File: config.mk
export PLATFORM = sky130hd
export DESIGN_NAME = bpm_monitor
export DESIGN_NICKNAME = d
export VERILOG_FILES = /design/src/rtl/bpm_monitor.sv
export SDC_FILE = /design/constraint.sdc
export NUM_CORES = 1
export LEC_CHECK = 0
export BUFFER_PORTS_ARGS = -buffer_cell sky130_fd_sc_hd__buf_2
export CAP_MARGIN = 40
export CORE_AREA = 2 2 39 41
export CTS_CLUSTER_DIAMETER = 100
export DETAILED_ROUTE_END_ITERATION = 12
export DIE_AREA = 0 0 41 43
export PLACE_DENSITY = 0.87
export SYNTH_ARGS = -nofsm -noshare
export SYNTH_HDL_FRONTEND = slang
export SYNTH_SLANG_ARGS = --single-unit
File: constraint.sdc
create_clock -name clk -period 1 [get_ports clk]
set_clock_uncertainty 0.05 [all_clocks]
set_input_delay 0.15 -clock clk [delete_from_list [all_inputs] [get_ports clk]]
set_output_delay 0.15 -clock clk [all_outputs]
set_load 0.01 [all_outputs]
File: src/rtl/bpm_monitor.sv
// ---------------------------------------------------------------------------
// bpm_monitor
//
// Converts the heartbeat pulse count of one measurement window into
// beats-per-minute. It also raises a single alarm bit when the heart rate
// stays outside the normal band.
//
// Ports:
//   clk          system clock, rising-edge active
//   reset        asynchronous active-low reset (0 = in reset)
//   pulse_count  pulses counted in the last window, unsigned, sampled every cycle
//   bpm          registered beats per minute, saturated at 255
//   bpm_state    registered alarm: 1 = abnormal heart rate, 0 = normal
//
// Parameters:
//   WINDOW_MULT   window count to BPM multiplier (10 s window -> x6)
//   BPM_LOW       lowest normal BPM (inclusive)
//   BPM_HIGH      highest normal BPM (inclusive)
//   ALARM_CYCLES  consecutive abnormal samples needed to raise bpm_state (>=1)
// ---------------------------------------------------------------------------
module bpm_monitor #(
   parameter int WINDOW_MULT  = 6,
   parameter int BPM_LOW      = 60,
   parameter int BPM_HIGH     = 100,
   parameter int ALARM_CYCLES = 1
) (
   input  logic       clk,
   input  logic       reset,
   input  logic [7:0] pulse_count,
   output logic [7:0] bpm,
   output logic       bpm_state
);

   // The run counter must be able to hold ALARM_CYCLES itself, because it saturates there.
   localparam int CW = (ALARM_CYCLES < 2) ? 1 : $clog2(ALARM_CYCLES + 1);

   localparam logic [15:0] MULT_W  = 16'(WINDOW_MULT);
   localparam logic [7:0]  LOW_W   = 8'(BPM_LOW);
   localparam logic [7:0]  HIGH_W  = 8'(BPM_HIGH);
   localparam logic [CW:0] ALARM_W = (CW + 1)'(ALARM_CYCLES);

   logic [15:0]   w_raw;
   logic [7:0]    w_bpm_next;
   logic          w_abnormal;
   logic [CW:0]   w_run_inc;
   logic [CW-1:0] w_run_next;
   logic          w_alarm_next;

   logic [7:0]    r_bpm;
   logic          r_bpm_state;
   logic [CW-1:0] r_run_cnt;

   // The product is formed at 16 bits, so 255 x 6 cannot wrap before saturation.
   assign w_raw      = 16'(pulse_count) * MULT_W;
   assign w_bpm_next = (w_raw > 16'd255) ? 8'd255 : w_raw[7:0];
   assign w_abnormal = (w_bpm_next < LOW_W) || (w_bpm_next > HIGH_W);

   // The run count includes the current sample. One extra bit keeps the +1 from overflowing.
   assign w_run_inc  = {1'b0, r_run_cnt} + 1'b1;

   always_comb begin
      // NOTE: a default is assigned first on every path so no latch can be inferred.
      w_run_next   = '0;
      w_alarm_next = 1'b0;
      if (w_abnormal) begin
         w_run_next   = (w_run_inc > ALARM_W) ? r_run_cnt : w_run_inc[CW-1:0];
         w_alarm_next = (w_run_inc >= ALARM_W);
      end
   end

   // NOTE: sequential state uses non-blocking assignments, so all registers update together on the edge.
   always_ff @(posedge clk or negedge reset) begin
      if (!reset) begin
         r_bpm       <= 8'd0;
         r_bpm_state <= 1'b0;
         r_run_cnt   <= '0;
      end else begin
         r_bpm       <= w_bpm_next;
         r_bpm_state <= w_alarm_next;
         r_run_cnt   <= w_run_next;
      end
   end

   assign bpm       = r_bpm;
   assign bpm_state = r_bpm_state;

endmodule

==> results by group <==
Floorplan
  • Initial core utilization: 0.462
  • Die area: around 1800 um^2
  • Num ports: 19
  • Die width: about 40 um
  • Row count: 14
  • Die Ht: roughly 43 um
  • CORE AREA: 1380 um^2

Route
  • Drt first-iter violations: 8
  • Detailed Routing Iterations Pass 1: 4
  • Vias per cell: approximately 5.2
  • DRC Markers: 0
  • Wire length per cell: roughly 12 um
  • DRT Wirelength: 1430 um
  • DR vias: a little over 600
  • Post-route antenna net violation count: 0

Finish
  • Final cell count without fillers: between 100 and 150
  • Proportion of layout cells with a drive suffix above 1: 0.524
  • Area growth syn-to-layout: 57.1%
  • Most frequent cells in the layout: buf_4 (20), buf_2 (16), dfrtp_1 (9), ha_1 (7), xnor2_1 (5)
  • N_diodes: 0
  • Most common cell after layout, fill and taps aside: buf_4
  • Fin nets: between 100 and 150
  • Post-layout util: 0.726

Synth
  • Area leader, netlist: dfrtp_1
  • Synth warn: 0
  • Synth Area per Inst: roughly 11 um^2
  • Synth top area cells: dfrtp_1 (35%), ha_1 (16%), xnor2_1 (6.8%)
  • Synthesized net count: 78
  • Post-Syn Instances: 59
  • Top-area cell type share of the netlist area: 0.352
  • Number of synthesized register bits: 9
  • Distinct cells, synth: 24
  • Register area share after synthesis: 0.352
  • Post-Syn Area: between 600 and 700 um^2

Placed design
  • Placed insts: 112
  • Port bufs: 18
  • Post-place setup slack: -1.23 ns
  • DP Wirelength: around 1200 um
  • Final GP Congestion: between 0.7 and 0.8

Power and ir drop
  • Worst IR Drop VDD: about 0.6 mV
  • Power Density: between 1000 and 1500 nW/um^2
  • Leakage: between 0.0004 and 0.0005 uW

Timing
  • Least-Margin Pin Slew: roughly 0.29 ns
  • Post-layout min period: ~1.9 ns
  • RSZ-0062 raised after global routing: yes
  • Worst setup slack after layout: -0.938 ns
  • Achievable Freq: around 520 MHz
  • WHS: around 0.15 ns
  • Max-slew violation count: 0
  • Fin. Hold Viols: 0
  • Crit share post-route: 1.94
  • Final setup violation count: 9
  • Slew HR: 0.805

Setup path
  • Cell breakdown of the critical path: buf_8 -> ha_4 -> fa_2 -> a21o_1 -> a221oi_2 -> mux2i_1 -> or4_4 -> a21o_1
  • Worst Path Buf+Inv: 1
  • Worst EP required: 1.09 ns
  • Most common cell on crit path: a21o_1
  • Worst setup EP type: register
  • Setup CP Type: in2reg
  • Crit path max-delay cell type: or4_4
  • Crit path max-delay family: compound AO/OA/AOI/OAI gates
  • CP Max Fanout: 3
  • Data arrival, critical path: approximately 2.0 ns
  • Crit start category: input port
  • CP max stage delay: roughly 0.53 ns
  • Critical path depth: 8
  • CP Launch Point: pulse_count[1]

Run
  • Maximum Capacitance Violations: 0

Global routing
  • Vias in the first global route: approximately 660
  • Largest net degree at the start of global routing: 10
  • Total gr overflow: 0
  • First-pass GRT wire length: ~2400 um
  • GRT Util Overall: 0.203
  • Initial antenna violation count: 0

Worst hold path
  • Worst hold stages: 3
  • Critical hold path startpoint: pulse_count[0]
  • Tightest Hold Check Type: in2reg

Clocking
  • Clk buf depth: 2
  • Htree depth: 1
  • CTS Sinks: 9
  • Reg clk slew, reported paths: 0.06 ns
  • Clk root buf: clkbuf_4
  • TritonCTS clock tree: yes
  • Inserted Clock Buffers: 3

Outcome
  • Status: finished with violations
  • Violated checks: setup timing
[path summary, 6_finish.rpt]
check	slack, ns	end
max	-0.94	bpm_state
min	0.15	bpm[1]
max in group asynchronous	0.51	bpm[6]
min in group asynchronous	0.22	bpm[0]
[power by group]
| group | internal, uW | switching, uW | leakage (uW) |
|---|---|---|---|
| combinational | 297 | 247 | 0.000356 |
| clock | 153 | 116 | 0.0000150 |
| sequential | 394 | 7.01 | 0.0000832 |
| total | 844 | 370 | 0.000454 |
[kinds of logic (layout without fill, tap and decap cells)]
family / Yosys count / count (layout) / synth area share
compound gates: 16 / 16 / 0.213
xor+xnor: 5 / 5 / 0.0685
fa+ha+maj: 9 / 9 / 0.188
buf+inv: 2 / 46 / 0.0117
flops: 9 / 9 / 0.352
mux: 1 / 1 / 0.0157
simple gates: 17 / 17 / 0.151
[state kept, by name, summed over array words and instances (netlist names)]
name	count
bpm	8
bpm_state	1
[layer usage]
metal / GRT usage / up-vias / wire [um]
li1: - / 305 / -
met5: 0 / - / 0
met1: 0.163 / 286 / 495
met3: 0.0366 / 6 / 64
met2: 0.388 / 22 / 838
met4: 0.133 / 0 / 34
[synthesized netlist by cell type]
library cell  number
dfrtp_1            9
ha_1               8
xnor2_1            5
nand2_1            4
nand2b_1           4
nor2_1             4
a21o_1             3
a21oi_1            3
inv_1              2
o211ai_1           2
o21a_1             2
a211oi_2           1
a221oi_2           1
a22oi_1            1
and3_1             1
fa_1               1
mux2i_1            1
nor2b_1            1
nor3_2             1
o211ai_4           1
o21ai_0            1
o21bai_1           1
or4_1              1
or4_4              1
[cell type report]
| type | count | area (um^2) |
|---|---|---|
| Clock buffer | 4 | 26.3 |
| Fill cell | 107 | 379 |
| Inverter | 2 | 7.51 |
| Multi-Input combinational cell | 48 | 448 |
| Sequential cell | 9 | 225 |
| Tap cell | 16 | 20.0 |
| Timing Repair Buffer | 40 | 278 |
[through the flow]
step / setup TNS [ns] / power [uW] / cell area, um^2
2_1_floorplan: -7.03 / 666 / 654
3_3_place_gp: -9.30 / 870 / 907
3_5_place_dp: -9.65 / 897 / 907
4_1_cts: -6.55 / 1190 / 972
5_1_grt: -7.89 / 1310 / 1000
6_report: -6.95 / 1210 / 1000
[timing repair]
action                                 in CTS  in global routing
buffers inserted                            1                  1
endpoints found under the hold margin       9                  0
hold buffers                                1                  0
setup endpoints to repair                   9                  9
gates resized for setup                     7                  5
pin swaps                                   1                  0
No activity file was read; power rests on OpenSTA's default activity.
